File: src/rtl/quadrature_pkg.sv
// Shared types, default widths and a saturation helper for the quadrature velocity path.
package quadrature_pkg;

  localparam int DEF_DATA_WIDTH    = 32;
  localparam int DEF_PERIOD_CYCLES = 50000;
  localparam int DEF_VEL_WIDTH     = 16;
  localparam int DEF_AVG_LOG2      = 2;

  typedef enum logic [1:0] {
    IDLE,
    PRIME,
    RUN
  } state_t;

  // Clamp a signed value into the range of a 'width'-bit two's-complement number.
  function automatic logic signed [63:0] saturate_signed(input logic signed [63:0] value,
                                                         input int unsigned       width);
    logic signed [63:0] hi;
    logic signed [63:0] lo;
    hi = (64'sd1 <<< (width - 1)) - 64'sd1;
    lo = -(64'sd1 <<< (width - 1));
    if (value > hi) return hi;
    if (value < lo) return lo;
    return value;
  endfunction

endpackage

File: src/rtl/cdc_stable_sampler.sv
// Two-flop sampler for a multi-bit asynchronous bus: a value is accepted only once
// two consecutive samples agree, so a word caught mid-transition is never passed on.
module cdc_stable_sampler #(
  parameter int DATA_WIDTH = 32
) (
  input  logic                  clk,
  input  logic                  rst,
  input  logic [DATA_WIDTH-1:0] din,
  output logic [DATA_WIDTH-1:0] dout
);

  logic [DATA_WIDTH-1:0] s1;
  logic [DATA_WIDTH-1:0] s2;

  // NOTE: sequential state uses non-blocking assignments so s2 sees the previous s1.
  always_ff @(posedge clk or posedge rst) begin
    if (rst) begin
      s1   <= '0;
      s2   <= '0;
      dout <= '0;
    end else begin
      s1 <= din;
      s2 <= s1;
      if (s1 == s2) dout <= s2;
    end
  end

endmodule

File: src/rtl/quadrature_velocity.sv
// Windowed position-delta measurement with a moving-average velocity output
// and a sticky saturation flag.
module quadrature_velocity
  import quadrature_pkg::*;
#(
  parameter int DATA_WIDTH    = DEF_DATA_WIDTH,
  parameter int PERIOD_CYCLES = DEF_PERIOD_CYCLES,
  parameter int VEL_WIDTH     = DEF_VEL_WIDTH,
  parameter int AVG_LOG2      = DEF_AVG_LOG2
) (
  input  logic                 clk,
  input  logic                 rst,
  input  logic                 enable,
  input  logic                 ovf_clr,
  input  logic [DATA_WIDTH-1:0] cnt_in,
  output logic [DATA_WIDTH-1:0] pos_sync,
  output logic [VEL_WIDTH-1:0]  vel_out,
  output logic                 vel_valid,
  output logic                 overflow
);

  localparam int DEPTH   = 1 << AVG_LOG2;
  localparam int PTR_W   = (AVG_LOG2 > 0) ? AVG_LOG2 : 1;
  localparam int SUM_W   = VEL_WIDTH + AVG_LOG2;
  localparam int TIMER_W = $clog2(PERIOD_CYCLES);
  localparam logic [TIMER_W-1:0] TIMER_LAST = TIMER_W'(PERIOD_CYCLES - 1);
  localparam logic [PTR_W-1:0]   PTR_LAST   = PTR_W'(DEPTH - 1);

  state_t                      state;
  logic [TIMER_W-1:0]          timer;
  logic [DATA_WIDTH-1:0]       prev_pos;
  logic [PTR_W-1:0]            ptr;
  logic signed [VEL_WIDTH-1:0] history [DEPTH];
  logic signed [SUM_W-1:0]     sum;
  logic signed [SUM_W-1:0]     sum_next;
  logic [DATA_WIDTH-1:0]       diff;
  logic signed [63:0]          delta;
  logic signed [VEL_WIDTH-1:0] entry;
  logic                        tick;
  logic                        sat_hit;

  cdc_stable_sampler #(.DATA_WIDTH(DATA_WIDTH)) u_sampler (
    .clk  (clk),
    .rst  (rst),
    .din  (cnt_in),
    .dout (pos_sync)
  );

  // Modular subtraction reinterpreted as signed makes counter wrap transparent.
  always_comb begin
    tick     = (state != IDLE) && (timer == TIMER_LAST);
    diff     = pos_sync - prev_pos;
    delta    = 64'($signed(diff));
    entry    = VEL_WIDTH'(saturate_signed(delta, VEL_WIDTH));
    sat_hit  = (64'(entry) != delta);
    sum_next = sum + SUM_W'(entry) - SUM_W'(history[ptr]);
  end

  always_ff @(posedge clk or posedge rst) begin
    if (rst) begin
      state     <= IDLE;
      timer     <= '0;
      prev_pos  <= '0;
      ptr       <= '0;
      sum       <= '0;
      vel_out   <= '0;
      vel_valid <= 1'b0;
      overflow  <= 1'b0;
      // NOTE: the history ring is reset explicitly; the running sum is only valid if it starts at zero.
      for (int i = 0; i < DEPTH; i++) history[i] <= '0;
    end else begin
      vel_valid <= 1'b0;
      if (ovf_clr) overflow <= 1'b0;

      if (!enable) begin
        state <= IDLE;
        timer <= '0;
      end else begin
        timer <= (state == IDLE || tick) ? '0 : timer + 1'b1;
        case (state)
          IDLE: begin
            state <= PRIME;
            ptr   <= '0;
            sum   <= '0;
            for (int i = 0; i < DEPTH; i++) history[i] <= '0;
          end
          PRIME: begin
            if (tick) begin
              prev_pos <= pos_sync;
              state    <= RUN;
            end
          end
          RUN: begin
            if (tick) begin
              prev_pos     <= pos_sync;
              history[ptr] <= entry;
              sum          <= sum_next;
              ptr          <= (ptr == PTR_LAST) ? '0 : ptr + 1'b1;
              vel_out      <= VEL_WIDTH'(sum_next >>> AVG_LOG2);
              vel_valid    <= 1'b1;
              // Placed after the clear so a same-cycle saturation wins.
              if (sat_hit) overflow <= 1'b1;
            end
          end
          default: state <= IDLE;
        endcase
      end
    end
  end

endmodule

File: config.mk
export PLATFORM = sky130hd
export DESIGN_NAME = quadrature_velocity
export DESIGN_NICKNAME = d
export VERILOG_FILES = /design/src/rtl/quadrature_pkg.sv /design/src/rtl/cdc_stable_sampler.sv /design/src/rtl/quadrature_velocity.sv
export SDC_FILE = /design/constraint.sdc
export NUM_CORES = 1
export LEC_CHECK = 0
export CORE_MARGIN = 1.5
export CORE_UTILIZATION = 54
export CTS_CLUSTER_SIZE = 28
export DETAILED_ROUTE_END_ITERATION = 6
export PLACE_DENSITY_LB_ADDON = 0.15
export SLEW_MARGIN = 20
export SYNTH_ARGS = -nofsm -noshare
export SYNTH_HDL_FRONTEND = slang
export SYNTH_SLANG_ARGS = --single-unit
File: constraint.sdc
create_clock -name clk -period 10.6 [get_ports clk]
set_clock_uncertainty 0.1 [all_clocks]
set_input_delay 3.18 -clock clk [delete_from_list [all_inputs] [get_ports clk]]
set_output_delay 3.18 -clock clk [all_outputs]
set_load 0.02 [all_outputs]
* Yosys cells after proc, flatten, opt, wreduce, memory -nomap -nowiden
Cells that the tools add are included.
** Storage, ports and cells
- Register bits after elaboration :: 248
- Bits in latches :: 0
- Bits in writable memories :: 0
- ROM bits :: 0
- Input bits :: 36
- Output and inout port bits :: 50
- Logic and storage cells :: 78
- Memories kept :: 0
** Operators by class
- Add/sub/neg operators :: 5
- Multipliers :: 0
- Div/mod/pow operators :: 0
- Magnitude comparators :: 4
- Eq/ne operators :: 9
- Shift-type cells :: 0
- Muxes and demuxes :: 33
- Bitwise logic cells :: 1
- Reductions and logical operators :: 11
** Operators with widths (number)
- $mux W16 :: 9
- $pmux W64 S2 :: 1
- $bwmux W64 :: 1
- $mux W64 :: 1
- $pmux W18 S2 :: 1
- $bmux W16 S2 :: 1
- $demux W16 S2 :: 1
- $eq A32 B32 Y1 :: 1
- $gt A32 B16 Y1 const B :: 1
- $lt A32 B16 Y1 const B :: 1
- $ne A16 B32 Y1 :: 1
- $sub A32 B32 Y32 :: 1
- $add A18 B16 Y18 :: 1
- $mux W18 :: 1
- $sub A18 B16 Y18 :: 1
- $add A16 B1 Y16 const B :: 1
- $eq A16 B16 Y1 const B :: 1
- $mux W1 :: 11
- $reduce_and A3 Y1 :: 3
- $mux W2 :: 4
- $pmux W2 S3 :: 1
- $eq A2 B2 Y1 const B :: 2
- $ne A2 B2 Y1 const B :: 2
- $pmux W2 S2 :: 1
- other kinds (12) :: 14

* Depth between registers and ports, before layout
Gate-level depths: netlist of the first run.
- Word-level depth :: 11
- Depth in mapped cells :: 30
- Mapped depth without buffers :: 30

* By module
From an unflattened synthesis of the first run, not the netlist that was laid out.
** Second synthesis, totals
- Cells, all modules :: 1163
- Area total of the unflattened synthesis :: 12868.6 um^2
** By module, submodules not included
- quadrature_velocity :: times used 1, cells an instance 988, area each 9609.2 um^2, sequential area each 3803.6 um^2
- cdc_stable_sampler :: times used 1, cells an instance 175, area each 3259.4 um^2, sequential area each 2402.3 um^2

* Worst setup path after synthesis of the first run
No wires, ideal clock.
- Path kind :: reg2reg
- Start point :: register u_sampler.dout[4]
- End point :: register sum[12]
- Setup time :: 0.118 ns
- Arrival :: 6.249 ns
- Required time :: 10.382 ns
- Slack :: 4.133 ns
- Stages on the path, launching flop included :: 27
- Buffers on the path :: 2
- Clock period less this slack :: 6.467 ns
- Cells stage by stage :: dfrtp_1 -> ha_1 -> a211o_1 -> nand2b_4 -> o21ai_2 -> a21oi_1 -> a311oi_1 -> xor2_1 -> or4b_1 -> or4_1 -> o31a_1 -> buf_2 -> clkbuf_1 -> o21ai_1 -> fa_1 -> ha_1 -> nor2b_1 -> o21ai_0 -> a21boi_0 -> o21a_1 -> o21ai_0 -> a21oi_1 -> or2_2 -> a21o_1 -> a211oi_1 -> nor3_1 -> a21o_1
** Between the ends
- Cells in the longest elaborated chain, start to end :: 10
- Elaborated cells between the ends (all ways) :: 13
- Classes of those cells :: add/sub: 3; order compare: 2; mux: 8
** Ends and longest elaborated chain
- start: declaration :: line cdc_stable_sampler.sv:9 : output logic [DATA_WIDTH-1:0] dout
- start signal: assignment :: line cdc_stable_sampler.sv:20 : dout <= '0;
- start signal: assignment :: line cdc_stable_sampler.sv:24 : if (s1 == s2) dout <= s2;
- $sub A32 B32 Y32 * :: line quadrature_velocity.sv:52 : diff = pos_sync - prev_pos;
- $lt A32 B16 Y1 :: line quadrature_pkg.sv:23 : if (value < lo) return lo;
- $mux W1 (2 in a row) :: line quadrature_pkg.sv:23
- $mux W16 :: line quadrature_pkg.sv:24 : return value;
- $mux W16 * :: line quadrature_pkg.sv:23
- $add A18 B16 Y18 * :: line quadrature_velocity.sv:56 : sum_next = sum + SUM_W'(entry) - SUM_W'(history[ptr]);
- $sub A18 B16 Y18 * :: line quadrature_velocity.sv:56
- $mux W18 * :: line quadrature_velocity.sv:94 : if (tick) begin
- $pmux W18 S2 * :: line quadrature_velocity.sv:80 : case (state)
- end signal: assignment :: line quadrature_velocity.sv:97 : sum <= sum_next;
- end: declaration :: line quadrature_velocity.sv:34 : logic signed [SUM_W-1:0] sum;
Every way passes the cells marked *; elsewhere a longest branch is shown, timed or not. The select of a mux whose other input is x is not followed.
A chain may end at the register's enable or synchronous reset.

* Final worst setup path of the first run
- Start point :: register u_sampler.dout[4]
- End point :: register sum[16]
The elaborated chain is that of the path after synthesis.

==> metrics.md, run 1 <==
| Metric | Value |
|---|---|
| Status | `finished, final reports clean` |
| PD cells | `149 nW/um2` |
| Row Count | `between 50 and 60` |
| # nets final | `1,356` |
| Count of hold-fix buffers inserted at cts | `0` |
| Avg Cell Area, Syn | `11.0 um2` |
| Die W | `156 um` |
| Crit start category | `flop` |
| Area grow syn2layout | `17.6%` |
| Min cycle time layout | `around 7.1 ns` |
| Drt via density | `around 5.6` |
| Most area-hungry cell type in the Yosys netlist | `dfrtp_1` |
| CP Data Required Time | `10.91 ns` |
| Lkg Pwr | `~7 nW` |
| Crit path launch | `u_sampler.dout[4]$_DFFE_PP0N_` |
| Pin count of the biggest net entering global routing | `117` |
| Hpwl dp | `19,100 um` |
| Initial antenna violation count | `0` |
| Final hold violations | `0` |
| Share of layout cells above drive strength 1 | `between 10% and 20%` |
| Yosys top cell area share | `49.1%` |
| First-pass GRT wire length | `45,200 um` |
| Final setup TNS | `0 ns` |
| Slew margin rel. | `38.2%` |
| Ys flop type | `dfrtp_1` |
| R2r setup slk | `3.45 ns` |
| RR Startpoint | `u_sampler.dout[4]$_DFFE_PP0N_` |
| Starting Density | `a little under three fifths` |
| Clock slew at reported path FFs | `0.06 ns` |
| Most frequent cells in the layout | `248 x dfrtp_1, 147 x nand2_1, 85 x clkdlybuf4s50_1` |
| Register-to-Register Path Depth | `26` |
| Min-Delay Path Class | `flop to flop` |
| Crit. End Element | `flop` |
| Max-capacitance violation count | `0` |
| Setup violations, final | `0` |
| Htree depth | `1` |
| Largest cells by area after synthesis | `dfrtp_1 49%, ha_1 5.7%, mux2_2 5.6%, xnor2_1 4.6%, nand2_1 4.4%` |
| Vias in the first global route | `between 8,000 and 9,000` |
| Clk buf depth | `3` |
| # resized after CTS | `0` |
| Post-DR wirelength/cell | `between 15 and 20 um` |
| Tcrit/Tclk final | `about two thirds` |
| CTS sink cnt | `248` |
| CP Max Fanout | `22` |
| First-pass DRT Iterations | `5` |
| Post-CTS Setup Inserts | `0` |
| Post-synth EDFFs | `0` |
| Area of the mapped netlist | `~13,000 um2` |
| IO Port Bufs | `85` |
| Placed Area | `13,800 um2` |
| Chip height | `156 um` |
| Slew Limit Fails | `0` |
| Core Box Area | `22,800 um2` |
| Num CTS Buffers | `27` |
| Routed vias | `8,802` |
| Final instance area | `14,900 um2` |
| Post-synth ARST share | `100%` |
| Gr usage total | `23.3%` |
| I/O pin count | `86` |
| Worst endpoint data arrival time | `7.46 ns` |
| Seq/Total Area, Yosys | `about half` |
| Peak Freq | `140 MHz` |
| Ys Warns | `0` |
| Drt total wl | `27,000 um` |
| Worst setup path endpoint | `sum[16]$_DFFE_PP0P_` |
| DR iter-0 viols | `533` |
| Post-Syn Nets | `1,264` |
| Commonest non-fill, non-tap cell in the layout | `dfrtp_1` |
| Critical path class | `flop to flop` |
| Global route overflow | `0` |
| Worst-margin pin slew | `about 0.93 ns` |
| DRC | `0` |
| CTS tree | `done` |
| Gpl congestion | `0.874` |
| Clock latency on the worst-skew pair | `0.55 ns` |
| Diodes inserted | `0` |
| #FFs+latches synth | `248` |
| Number of routed nets with antenna violations | `0` |
| RSZ-0062 raised after global routing | `false` |
| Root buffer cell | `clkbuf_16` |
| Library cells used by synthesis | `between 60 and 70` |
| Post-Syn Instances | `roughly 1,200` |
| Die ar. | `24,300 um2` |
| Crit Reg-Reg Endpoint | `sum[16]$_DFFE_PP0P_` |
| Worst vdd ir | `~150 uV` |
-- critical path, stage by stage (launching register included) --
cell and delay [ns]:
dfrtp_1 0.40, ha_1 0.37, a211o_1 0.35, nand2b_4 0.17, o21ai_0 0.38, nand4_1 0.18, a31o_2 0.31, a2111oi_0 0.44
nor3_1 0.13, nor2_1 0.16, a41o_1 0.63, and2_1 0.33, nor2_1 0.08, fa_1 0.54, inv_1 0.06, fa_1 0.46
nor2b_1 0.12, o21ai_0 0.10, a21boi_0 0.32, o21a_1 0.18, o21ai_0 0.13, a21oi_1 0.22, o2111ai_1 0.15, a31oi_1 0.25
a21oi_1 0.12, mux2i_1 0.19, nand4_1 0.10
-- report_power, final --
group / switching, W / leakage [nW] / internal (W)
clock: 0.000381 / 0.496 / 0.000687
sequential: 0.0000133 / 3.32 / 0.000965
combinational: 0.000116 / 3.07 / 0.0000497
-- area by class of cell --
cell class | count | area [um2]
Clock inverter | 12 | 246
Timing Repair Buffer | 96 | 937
Multi-Input combinational cell | 799 | 6010
Tap cell | 313 | 392
Clock buffer | 38 | 787
Fill cell | 1805 | 7920
Sequential cell | 248 | 6210
Inverter | 72 | 278
-- kinds of logic (layout without fill, tap and decap cells) --
group,count (synthesis),in the layout,synth area share (%)
AO/OA/AOI/OAI,235,235,12.2
multiplexers,82,82,8.71
buffers and inverters,105,218,3.27
adder cells (fa/ha/maj),76,76,8.60
XOR/XNOR,86,86,5.96
AND/OR/NAND/NOR,320,320,12.2
flip-flops,248,248,49.1
-- worst min-delay path by stage --
stage / depth (start not counted) / to / start
finish: 0 / u_sampler.s2[1]$_DFF_PP0_ / u_sampler.s1[1]$_DFF_PP0_
floorplan: 0 / u_sampler.s2[0]$_DFF_PP0_ / u_sampler.s1[0]$_DFF_PP0_
CTS: 0 / u_sampler.s2[1]$_DFF_PP0_ / u_sampler.s1[1]$_DFF_PP0_
global placement: 0 / u_sampler.s2[9]$_DFF_PP0_ / u_sampler.s1[9]$_DFF_PP0_
global route: 0 / u_sampler.s2[18]$_DFF_PP0_ / u_sampler.s1[18]$_DFF_PP0_
detailed placement: 0 / u_sampler.s2[1]$_DFF_PP0_ / u_sampler.s1[1]$_DFF_PP0_
-- through the flow --
step / hold WS (ns) / total power (W) / util, % / cells / setup slack [ns]
2_1_floorplan: 0.273 / 0.00109 / - / 1152 / 0.505
3_3_place_gp: 0.277 / 0.00116 / 60.7 / 1528 / 3.68
3_5_place_dp: 0.279 / 0.00116 / 60.7 / 1528 / 3.53
4_1_cts: 0.292 / 0.00223 / 65.2 / 1578 / 3.48
5_1_grt: 0.302 / 0.00228 / 65.2 / 1578 / 2.82
6_report: 0.290 / 0.00221 / 65.2 / 1578 / 3.45
-- state kept, by name (all words and copies together) (netlist names) --
| register | cells |
|---|---|
| timer | 16 |
| vel_valid | 1 |
| ptr | 2 |
| prev_pos | 32 |
| u_sampler.s1 | 32 |
| sum | 18 |
| u_sampler.s2 | 32 |
| overflow | 1 |
| u_sampler.dout | 32 |
| vel_out | 16 |
| state | 2 |
| history | 64 |
-- routing by layer --
metal | share of wire, % | global-route usage, % | vias up
met4 | 2.1 | 6.08 | 0
li1 | - | - | 4222
met1 | 46 | 32.2 | 4355
met5 | 0 | 0 | -
met3 | 4.0 | 3.17 | 39
met2 | 48 | 38.9 | 186
-- synth_stat cells, drive strengths merged, types with 4 or more instances --
cell type and n:
a211oi 8, a21o 28, a21oi 42, a31oi 7, a32o 4, and2 13
and3 12, buf 12, clkbuf 21, dfrtp 248, fa 18, ha 58
inv 72, mux2 63, mux4 16, nand2 147, nand2b 10, nand3 23
nand3b 7, nand4 15, nor2 51, nor2b 5, nor3 14, nor3b 5
o211ai 35, o21ai 81, or2 5, or3 4, xnor2 66, xor2 20
No activity file was read; power rests on OpenSTA's default activity.
==> run 2: changes to the inputs <==
Settings changed: CORE_UTILIZATION 54 to 60.
Clock period 10.6 ns to 7.1 ns, I/O delays scaled along.
==> metrics.md, run 2 (synthesis results as in run 1) <==
| Metric | Value |
|---|---|
| Clock slew at reported path FFs | `approximately 0.060 ns` |
| Vias in the first global route | `8,959` |
| CTS tree | `done` |
| Row Count | `52` |
| # nets final | `between 1,000 and 1,500` |
| Worst-margin pin slew | `about 0.82 ns` |
| Crit Reg-Reg Endpoint | `sum[16]$_DFFE_PP0P_` |
| Slew margin rel. | `45.2%` |
| Global route overflow | `0` |
| Crit start category | `flop` |
| R2r setup slk | `0.40 ns` |
| Tcrit/Tclk final | `94.4%` |
| WHS Endpoint | `u_sampler.s2[1]$_DFF_PP0_` |
| Max incr delay on CP | `0.51 ns` |
| Final hold slack | `approximately 0.29 ns` |
| Top delay family on crit path | `compound AO/OA/AOI/OAI gates` |
| Slew Limit Fails | `0` |
| DP Worst Slack | `around 0.12 ns` |
| Worst vdd ir | `233 uV` |
| CTS sink cnt | `about 250` |
| Status | `finished, final reports clean` |
| Min cycle time layout | `6.70 ns` |
| Max-capacitance violation count | `0` |
| Number of routed nets with antenna violations | `0` |
| Sum of buffers and inverters on the critical path | `1` |
| Htree depth | `1` |
| Die W | `between 100 and 150 um` |
| Drt via density | `5.79` |
| Die ar. | `approximately 22,000 um2` |
| CP Max Fanout | `9` |
| Post-DR wirelength/cell | `17.4 um` |
| Largest reg by FF count | `history` |
| Root buffer cell | `clkbuf_16` |
| Starting Density | `approximately three fifths` |
| Min-Delay Path Class | `flop to flop` |
| RR Startpoint | `u_sampler.dout[4]$_DFFE_PP0N_` |
| Clk buf depth | `3` |
| I/O pin count | `86` |
| Routed vias | `8,917` |
| Crit. End Element | `flop` |
| DRC | `0` |
| First-pass DRT Iterations | `5` |
| Placed Cells | `1,491` |
| Final setup TNS | `0 ns` |
| Drt total wl | `26,900 um` |
| Count of hold-fix buffers inserted at cts | `0` |
| Clock latency on the worst-skew pair | `approximately 0.53 ns` |
| First-pass GRT wire length | `45,200 um` |
| Slowest stage cell, crit path | `fa_1` |
| Critical path class | `flop to flop` |
| Diodes inserted | `0` |
| Gpl congestion | `0.900` |
| Min-delay src | `u_sampler.s1[1]$_DFF_PP0_` |
| Commonest non-fill, non-tap cell in the layout | `dfrtp_1` |
| IO Port Bufs | `85` |
| Fin cells | `1,539` |
| Max reg flops | `64` |
| Num CTS Buffers | `26` |
| PD cells | `215 nW/um2` |
| Initial antenna violation count | `0` |
| Peak Freq | `149 MHz` |
| Setup violations, final | `0` |
| Most frequent cells in the layout | `248 x dfrtp_1, 146 x nand2_1, 85 x clkdlybuf4s50_1` |
| Core Box Area | `about 20,000 um2` |
| Final instance area | `14,800 um2` |
| Share of layout cells above drive strength 1 | `13.3%` |
| Final hold violations | `0` |
| Gr usage total | `25.5%` |
| CP Data Required Time | `roughly 7.4 ns` |
| Pin count of the biggest net entering global routing | `129` |
| Worst Hold Path Cells | `0` |
| DR iter-0 viols | `520` |
| Register-to-Register Path Depth | `26` |
| Lkg Pwr | `approximately 7 nW` |
| Area grow syn2layout | `17.2%` |
| Placed Area | `13,800 um2` |
| Worst endpoint data arrival time | `approximately 7.0 ns` |
| Chip height | `148 um` |
| Min setup slack post-route | `0.401 ns` |
| Hpwl dp | `roughly 19,000 um` |
## run 2: cell type report
class / instances / area (um2)
clock buffers: 38 / 777
clock inverters: 9 / 173
fillers: 1470 / 5620
inverters: 72 / 274
multi-input cells: 799 / 6040
flip-flops and latches: 248 / 6210
well taps: 270 / 338
repair buffers: 103 / 998
## run 2: worst max path at each step
stage / cells after the start / end / from / slack (ns)
4_1_cts: 26 / sum[16]$_DFFE_PP0P_ / u_sampler.dout[0]$_DFFE_PP0N_ / 0.03
2_1_floorplan: 26 / sum[12]$_DFFE_PP0P_ / u_sampler.dout[4]$_DFFE_PP0N_ / 0.63
3_3_place_gp: 27 / sum[16]$_DFFE_PP0P_ / u_sampler.dout[4]$_DFFE_PP0N_ / 0.33
6_report: 26 / sum[16]$_DFFE_PP0P_ / u_sampler.dout[4]$_DFFE_PP0N_ / 0.40
3_5_place_dp: 26 / sum[16]$_DFFE_PP0P_ / u_sampler.dout[0]$_DFFE_PP0N_ / 0.12
5_1_grt: 29 / vel_out[14]$_DFFE_PP0P_ / u_sampler.dout[0]$_DFFE_PP0N_ / -0.004
## run 2: what timing repair did
| item | CTS | global route |
|---|---|---|
| endpoints found under the setup margin | 0 | 10 |
| buffers inserted | 0 | 1 |
| gates resized for setup | 0 | 10 |
## run 2: per-layer routing
metal | vias to the layer above | GRT usage (%) | routed length, um
li1 | 4236 | - | -
met3 | 49 | 4.11 | 1280
met4 | 0 | 7.28 | 711
met2 | 241 | 42.9 | 13000
met1 | 4391 | 34.7 | 11900
met5 | - | 0 | 0
## run 2: per-stage QoR
stage,utilization [%],power [W]
after floorplan,-,0.00163
after global placement,67.7,0.00173
after detailed placement,67.7,0.00173
after CTS,72.3,0.00321
after global routing,72.5,0.00329
final,72.5,0.00318
## run 2: report_power, final
part | leakage (nW) | internal (W) | switching, W | total [W]
Clock | 0.464 | 0.000936 | 0.000540 | 0.00148
Sequential | 3.32 | 0.00144 | 0.0000208 | 0.00146
Combinational | 3.11 | 0.0000753 | 0.000170 | 0.000245
Total | 6.89 | 0.00245 | 0.000730 | 0.00318
==> run 3: changes to the inputs <==
Settings changed: SLEW_MARGIN 20 to not set.
==> results of run 3 <==
No change in the layout: final DEF, timing and power equal those of run 2.
